[src/rtl/operand_skew_feeder_if.sv]
// Bundles the request stream from micro_controller, the activation RAM
// read port and the skewed operand/control outputs toward the systolic array.
interface operand_skew_feeder_if #(
    parameter int unsigned ARRAY_NUM = 3,
    parameter int unsigned RAM_DEPTH = 2048
);
    localparam int unsigned AW = $clog2(RAM_DEPTH);

    // Request stream from micro_controller
    logic                     iAddrValid;
    logic [AW-1:0]            iAddr;
    logic [8*ARRAY_NUM+7:0]   iInputPattern;
    logic [ARRAY_NUM-2:0]     iPassDataLeft;
    logic                     iClearAcc;

    // Activation RAM read port
    logic                     oRamRdEn;
    logic [AW-1:0]            oRamAddr;
    logic [8*ARRAY_NUM-1:0]   iRamRdData;

    // Skewed stream into the array
    logic [8*ARRAY_NUM-1:0]   oLaneData;
    logic [ARRAY_NUM-1:0]     oLaneValid;
    logic                     oClearAcc;
    logic [ARRAY_NUM-2:0]     oPassDataLeft;
    logic                     oBusy;
    logic                     oDrainDone;

    modport master (
        output iAddrValid, iAddr, iInputPattern, iPassDataLeft, iClearAcc, iRamRdData,
        input  oRamRdEn, oRamAddr, oLaneData, oLaneValid, oClearAcc, oPassDataLeft,
               oBusy, oDrainDone
    );

    modport slave (
        input  iAddrValid, iAddr, iInputPattern, iPassDataLeft, iClearAcc, iRamRdData,
        output oRamRdEn, oRamAddr, oLaneData, oLaneValid, oClearAcc, oPassDataLeft,
               oBusy, oDrainDone
    );
endinterface

[src/rtl/operand_skew_feeder.sv]
// Turns the micro_controller address stream into per-row operands for the
// systolic array: issues RAM reads, selects each lane's byte by pattern code,
// then skews lane k by k cycles with clear/pass controls kept aligned.
module operand_skew_feeder #(
    parameter int unsigned ARRAY_NUM = 3,
    parameter int unsigned RAM_DEPTH = 2048
) (
    input logic                 iClk,
    input logic                 iRst,
    operand_skew_feeder_if.slave bus
);
    localparam int unsigned AW = $clog2(RAM_DEPTH);
    localparam int unsigned PW = 8 * ARRAY_NUM + 8;

    logic [AW-1:0]        rd_addr;
    logic                 s1_valid_q;
    logic [PW-1:0]        s1_pat_q;
    logic [ARRAY_NUM-2:0] s1_pass_q;
    logic                 s1_clr_q;
    logic                 s2_clr_q;
    logic [7:0]           cbyte;
    logic [7:0]           opnd_d [ARRAY_NUM];
    logic [7:0]           hold_q [ARRAY_NUM];
    logic [ARRAY_NUM-1:0] lane_busy;
    logic                 busy;
    logic                 busy_q;

    // Reads are issued straight from the request; there is no backpressure.
    assign rd_addr      = bus.iAddr;
    assign bus.oRamAddr = rd_addr;
    assign bus.oRamRdEn = bus.iAddrValid;

    // S1: capture request controls alongside the RAM's one-cycle read latency.
    always_ff @(posedge iClk or posedge iRst) begin
        if (iRst) begin
            s1_valid_q <= 1'b0;
            s1_pat_q   <= '0;
            s1_pass_q  <= '0;
            s1_clr_q   <= 1'b0;
        end else begin
            s1_valid_q <= bus.iAddrValid;
            s1_pat_q   <= bus.iInputPattern;
            s1_pass_q  <= bus.iPassDataLeft;
            s1_clr_q   <= bus.iClearAcc;
        end
    end

    assign cbyte = s1_pat_q[8*ARRAY_NUM +: 8];

    // Operand select per lane from its pattern code; unknown codes give zero.
    always_comb begin
        for (int k = 0; k < ARRAY_NUM; k++) begin
            opnd_d[k] = 8'h00;
            case (s1_pat_q[8*k +: 8])
                8'h01:   opnd_d[k] = bus.iRamRdData[8*k +: 8];
                8'h02:   opnd_d[k] = hold_q[k];
                8'h03:   opnd_d[k] = cbyte;
                default: opnd_d[k] = 8'h00;
            endcase
        end
    end

    // Hold registers remember the last operand formed on a valid stage.
    always_ff @(posedge iClk or posedge iRst) begin
        if (iRst) begin
            for (int k = 0; k < ARRAY_NUM; k++) hold_q[k] <= 8'h00;
        end else if (s1_valid_q) begin
            for (int k = 0; k < ARRAY_NUM; k++) hold_q[k] <= opnd_d[k];
        end
    end

    // Clear travels with lane 0, so it only needs the S2 register.
    always_ff @(posedge iClk or posedge iRst) begin
        if (iRst) s2_clr_q <= 1'b0;
        else      s2_clr_q <= s1_valid_q & s1_clr_q;
    end

    assign bus.oClearAcc = s2_clr_q;

    for (genvar k = 0; k < ARRAY_NUM; k++) begin : g_lane
        // Stage 0 is S2; stages 1..k form the diagonal skew for this lane.
        logic [k:0] v_q;
        logic [7:0] d_q [k+1];

        // Shift operand and valid down this lane's skew chain.
        always_ff @(posedge iClk or posedge iRst) begin
            if (iRst) begin
                v_q <= '0;
                for (int s = 0; s <= k; s++) d_q[s] <= 8'h00;
            end else begin
                v_q[0] <= s1_valid_q;
                d_q[0] <= s1_valid_q ? opnd_d[k] : 8'h00;
                for (int s = 1; s <= k; s++) begin
                    v_q[s] <= v_q[s-1];
                    d_q[s] <= d_q[s-1];
                end
            end
        end

        assign bus.oLaneValid[k]       = v_q[k];
        assign bus.oLaneData[8*k +: 8] = v_q[k] ? d_q[k] : 8'h00;
        assign lane_busy[k]            = |v_q;

        if (k > 0) begin : g_pass
            // Boundary k-1 pass control rides alongside lane k's data.
            logic [k:0] p_q;

            // Delay the pass bit by the same skew as lane k.
            always_ff @(posedge iClk or posedge iRst) begin
                if (iRst) begin
                    p_q <= '0;
                end else begin
                    p_q[0] <= s1_valid_q & s1_pass_q[k-1];
                    for (int s = 1; s <= k; s++) p_q[s] <= p_q[s-1];
                end
            end

            assign bus.oPassDataLeft[k-1] = p_q[k] & v_q[k];
        end
    end

    assign busy       = s1_valid_q | (|lane_busy);
    assign bus.oBusy  = busy;

    // Remember last cycle's busy so the falling edge can be flagged.
    always_ff @(posedge iClk or posedge iRst) begin
        if (iRst) busy_q <= 1'b0;
        else      busy_q <= busy;
    end

    assign bus.oDrainDone = busy_q & ~busy;
endmodule

[src/flat_wrapper.sv]
// flat-port wrapper written by rule: the top's interface ports become plain ports
module operand_skew_feeder_flat 
#(
    parameter int unsigned ARRAY_NUM = 3,
    parameter int unsigned RAM_DEPTH = 2048
)
  (iClk, iRst, bus_iAddrValid, bus_iAddr, bus_iInputPattern, bus_iPassDataLeft, bus_iClearAcc, bus_iRamRdData, bus_oRamRdEn, bus_oRamAddr, bus_oLaneData, bus_oLaneValid, bus_oClearAcc, bus_oPassDataLeft, bus_oBusy, bus_oDrainDone);
  operand_skew_feeder_if #(.ARRAY_NUM(ARRAY_NUM), .RAM_DEPTH(RAM_DEPTH)) bus_i ();
  input logic iClk;
  input logic iRst;
  input wire logic [$bits(bus_i.iAddrValid)-1:0] bus_iAddrValid;
  input wire logic [$bits(bus_i.iAddr)-1:0] bus_iAddr;
  input wire logic [$bits(bus_i.iInputPattern)-1:0] bus_iInputPattern;
  input wire logic [$bits(bus_i.iPassDataLeft)-1:0] bus_iPassDataLeft;
  input wire logic [$bits(bus_i.iClearAcc)-1:0] bus_iClearAcc;
  input wire logic [$bits(bus_i.iRamRdData)-1:0] bus_iRamRdData;
  output wire logic [$bits(bus_i.oRamRdEn)-1:0] bus_oRamRdEn;
  output wire logic [$bits(bus_i.oRamAddr)-1:0] bus_oRamAddr;
  output wire logic [$bits(bus_i.oLaneData)-1:0] bus_oLaneData;
  output wire logic [$bits(bus_i.oLaneValid)-1:0] bus_oLaneValid;
  output wire logic [$bits(bus_i.oClearAcc)-1:0] bus_oClearAcc;
  output wire logic [$bits(bus_i.oPassDataLeft)-1:0] bus_oPassDataLeft;
  output wire logic [$bits(bus_i.oBusy)-1:0] bus_oBusy;
  output wire logic [$bits(bus_i.oDrainDone)-1:0] bus_oDrainDone;
  assign bus_i.iAddrValid = bus_iAddrValid;
  assign bus_i.iAddr = bus_iAddr;
  assign bus_i.iInputPattern = bus_iInputPattern;
  assign bus_i.iPassDataLeft = bus_iPassDataLeft;
  assign bus_i.iClearAcc = bus_iClearAcc;
  assign bus_i.iRamRdData = bus_iRamRdData;
  assign bus_oRamRdEn = bus_i.oRamRdEn;
  assign bus_oRamAddr = bus_i.oRamAddr;
  assign bus_oLaneData = bus_i.oLaneData;
  assign bus_oLaneValid = bus_i.oLaneValid;
  assign bus_oClearAcc = bus_i.oClearAcc;
  assign bus_oPassDataLeft = bus_i.oPassDataLeft;
  assign bus_oBusy = bus_i.oBusy;
  assign bus_oDrainDone = bus_i.oDrainDone;
  operand_skew_feeder #(.ARRAY_NUM(ARRAY_NUM), .RAM_DEPTH(RAM_DEPTH)) u_core (.iClk(iClk), .iRst(iRst), .bus(bus_i));
endmodule
[config.mk]
export PLATFORM = sky130hd
export DESIGN_NAME = operand_skew_feeder_flat
export DESIGN_NICKNAME = d
export VERILOG_FILES = /design/src/rtl/operand_skew_feeder_if.sv /design/src/rtl/operand_skew_feeder.sv /design/src/flat_wrapper.sv
export SDC_FILE = /design/constraint.sdc
export NUM_CORES = 1
export LEC_CHECK = 0
export CORE_MARGIN = 5
export CORE_UTILIZATION = 51
export CTS_CLUSTER_SIZE = 28
export DETAILED_ROUTE_END_ITERATION = 16
export PLACE_DENSITY = 0.94
export SKIP_CTS_REPAIR_TIMING = 1
export SLEW_MARGIN = 10
export SYNTH_ARGS = -nofsm -noshare
export SYNTH_HDL_FRONTEND = slang
export SYNTH_SLANG_ARGS = --single-unit
[constraint.sdc]
create_clock -name iClk -period 5.7 [get_ports iClk]
set_input_delay 1.14 -clock iClk [delete_from_list [all_inputs] [get_ports iClk]]
set_output_delay 1.14 -clock iClk [all_outputs]
set_load 0.05 [all_outputs]
==> out/results.txt <==
The tools report the kind of launch point of the worst setup path as a flop. The flow ran to the end, and the final reports show no timing, DRC or antenna violations. For this run, the post-layout net count is 471. Path type of the worst setup path: reg2out. The wire length on met1 was 3.41 mm; the power share of the combinational group was 0.059.

The vertical die dimension was 102 um; the antenna diode count was 0. The net switching power was 410 uW; the fraction of power spent switching nets was 0.202. After floorplanning, the core was sized to cover 8220 um^2. After clock tree synthesis, the clock-pin slew on the worst setup and hold paths is 0.05 ns.

Worst min-delay path startpoint: u_core.g_lane[2].d_q[15]$_DFF_PP0_. The relative slew slack was 0.437; the placed cell area was 5180 um^2. The static leakage came out at 0.00254 uW. The logs give 4.56 ns for the required time of the critical path and 8.93 mm for the wire length after detailed routing.

Internal power comes to 1620 uW. The number of cells on the worst hold path works out to 0. The die covers 10400 um^2. The share of flip-flops with an asynchronous set or reset was 1.00. In the post-synthesis netlist, the biggest area contributors are sky130_fd_sc_hd__dfrtp_1, sky130_fd_sc_hd__mux2_2, sky130_fd_sc_hd__and2_1. The global-route usage over all layers is 0.190. In this run the worst hold path is classified as reg2reg. The cell count after synthesis came out at 311. For the number of buffers on the longest clock path, the log shows 2. The tools report the cell at the root of the clock tree as sky130_fd_sc_hd__clkbuf_8. The capturing point of the worst reg2reg path was u_core.g_lane[0].d_q[5]$_DFF_PP0_. Across the VDD grid, the largest voltage drop is 270 uV. The starting density of the core is 0.524, and the largest net degree at the start of global routing is 72.

The routed length on met3 is 807 um. Synthesis inferred 118 register bits. Number of antenna violations at the first check in global routing: 0. The cell with the biggest individual delay on the critical path was sky130_fd_sc_hd__clkdlybuf4s50_1. The part of the Yosys area used for sequential elements is 0.685, and the number of enable flip-flop cells after synthesis is 0.

Along the worst path, the maximum fanout reaches 32. Once layout is done, the placed cells without fillers occupy 5780 um^2. Clock network fraction of total power: 0.510. The largest single stage delay on the critical path is 0.80 ns. For the worst-skew pair, the clock arrives at the later sink with an insertion delay of 0.51 ns. For the final-report max-slew violation count, the log shows 0. The portion of synthesized cell area occupied by the leading cell type is 0.685, and the per-cell routed wire length is 17.3 um. For the worst flop-to-flop path, the logic depth is 4. In the routed design, unresolved DRC markers number 0. The signal on the critical path passes through buf_4 -> or4_4 -> nor2_2 -> clkdlybuf4s50_1. The post-route minimum period is 3.74 ns, and the global-route wire length before repair is 14.6 mm. Data arrives at the worst endpoint at 2.60 ns. The number of vias after detailed routing is 2692. Once detail routing completed, the nets flagged for antenna violations numbered 0. TritonCTS built the clock tree. The run gives 384 as the net count after synthesis. The hold slack came out at 0.341 ns. The number of distinct standard cells referenced by the synthesized netlist is 18, and the per-instance average area after synthesis is 13.9 um^2.

Summed over all nets, wire length on met2 after detailed routing comes to 4.52 mm. The run gives 0 ns as the aggregate negative setup slack. At the end of routability-driven placement, the weighted congestion stood at 0.796. The via-per-instance ratio is 5.22, and the clock sink total is 118.

The path with the worst hold slack has its endpoint at u_core.g_lane[2].d_q[7]$_DFF_PP0_. The final-report hold violation count was 0. For the number of warnings printed during yosys synthesis, the log shows 0. During I/O placement, the number of pins put on the boundary was 117. Uppermost layer routed: met4. The final clock skew is 0.0172 ns, and the total power per unit cell area is 351 nW/um^2. The final setup violation count is 0, and the post-route total power is 2030 uW. The register-to-register setup slack was 4.01 ns; the number of fillers in the final layout was 516. Tracing the worst setup path back leads to its startpoint at u_core.s1_valid_q$_DFF_PP0_.

STA classifies the critical path endpoint as a primary output. The number of placement rows came out at 33. The initial DRC count is 255, and the sequential cell fraction of total power is 0.431.

The fraction of final layout cells sized beyond drive strength 1 was 0.168. The peak clock frequency supported by timing is 267 MHz. Relative to the synthesized area, the layout overhead comes to 34.1%. Buffers inserted during clock tree synthesis total 17. The tools report the startpoint of the worst register-to-register path as u_core.s1_valid_q$_DFF_PP0_.

Setup repair after global routing left no endpoint under its margin. For the max-cap violation count, the log shows 0. Most used flip-flop cell after synthesis: sky130_fd_sc_hd__dfrtp_1.

For the count of H-tree levels built during CTS, the log shows 4. Number of buffers inserted by port buffering: 94. For this run the aggregate overflow at the end of global routing stands at 0. The first detailed-routing pass ran for 5 iterations.

The die width is 102 um, and the placed wire-length estimate after detailed placement is 6.03 mm. The synthesized netlist occupies a cell area of 4310 um^2. Via count of the first global-routing pass: 2937.

Leading area contributor after synthesis: sky130_fd_sc_hd__dfrtp_1. At the pin with the least slew margin, the transition time is 0.845 ns. The final worst-path cycle share works out to 0.657.
-- cell families (layout without fill, tap and decap cells) --
family / after synthesis / in the layout / share of synthesized area
compound gates: 51 / 51 / 0.0941
buf+inv: 54 / 154 / 0.0723
flops: 118 / 118 / 0.685
mux: 24 / 24 / 0.0627
simple gates: 64 / 64 / 0.0854
-- state kept, by name (all words and copies together) (netlist names), 2 cells and up --
name                      flops
u_core.g_lane.d_q            48
u_core.g_lane.g_pass.p_q      5
u_core.hold_q                24
u_core.s1_pass_q              2
u_core.s1_pat_q              32
u_core.g_lane.v_q             3
-- power groups by stage --
stage | clock [uW] | sequential (uW) | combinational (uW)
floorplan | 0 | 881 | 85.1
global placement | 0 | 886 | 116
detailed placement | 0 | 888 | 118
CTS | 1050 | 874 | 120
global route | 1100 | 876 | 129
finish | 1030 | 874 | 119
-- per-stage QoR --
stage	instances	util	setup slack [ns]
CTS	516	0.703	1.93
finish	516	0.703	1.96
global route	516	0.703	1.85
floorplan	311	-	1.43
detailed placement	484	0.631	2.12
global placement	484	0.631	2.13
-- cells in the final DEF, fill, tap and decap left out, drive strengths merged, types with 4 or more instances in the layout --
cell type	count
clkbuf	24
and2	29
nor2	25
inv	26
o22ai	24
dfrtp	118
a22oi	24
clkdlybuf4s50	94
mux2	24
clkinv	4
-- worst max path at each step --
| stage | end | slack [ns] | depth (start not counted) |
|---|---|---|---|
| after floorplan | u_core.bus.oClearAcc$_DFF_PP0_ | 1.43 | 1 |
| after global placement | bus_oRamRdEn | 2.13 | 2 |
| after detailed placement | bus_oRamRdEn | 2.12 | 2 |
| after CTS | bus_oDrainDone | 1.93 | 4 |
| after global routing | bus_oDrainDone | 1.85 | 4 |
| final | bus_oDrainDone | 1.96 | 4 |
-- Yosys cell counts, types with 6 or more instances --
cell type / instances
sky130_fd_sc_hd__o22ai_1: 18
sky130_fd_sc_hd__buf_4: 13
sky130_fd_sc_hd__inv_1: 26
sky130_fd_sc_hd__dfrtp_1: 118
sky130_fd_sc_hd__and2_1: 29
sky130_fd_sc_hd__nor2_1: 24
sky130_fd_sc_hd__buf_6: 7
sky130_fd_sc_hd__mux2_2: 24
sky130_fd_sc_hd__o22ai_2: 6
sky130_fd_sc_hd__a22oi_1: 24
sky130_fd_sc_hd__buf_2: 6
-- critical path, delay by kind of cell, from the launching register on --
| kind | cells | cell delay [ns] |
|---|---|---|
| simple gates | 2 | 0.68 |
| buf+inv | 2 | 1.05 |
| flops | 1 | 0.35 |
-- layout make-up --
type	instances	area [um^2]	area share
Clock buffer	24	470	0.0815
Clock inverter	8	121	0.0210
Inverter	26	100	0.0173
Multi-Input combinational cell	139	1040	0.181
Sequential cell	118	2950	0.511
Tap cell	105	131	0.0227
Timing Repair Buffer	96	956	0.166
-- metal layers --
layer / GRT usage / up-vias
met4: 0.0928 / 0
li1: - / 1212
met2: 0.299 / 134
met3: 0.0730 / 22
met5: 0 / -
met1: 0.231 / 1324
Note: power is estimated with default switching activity, not from simulation.
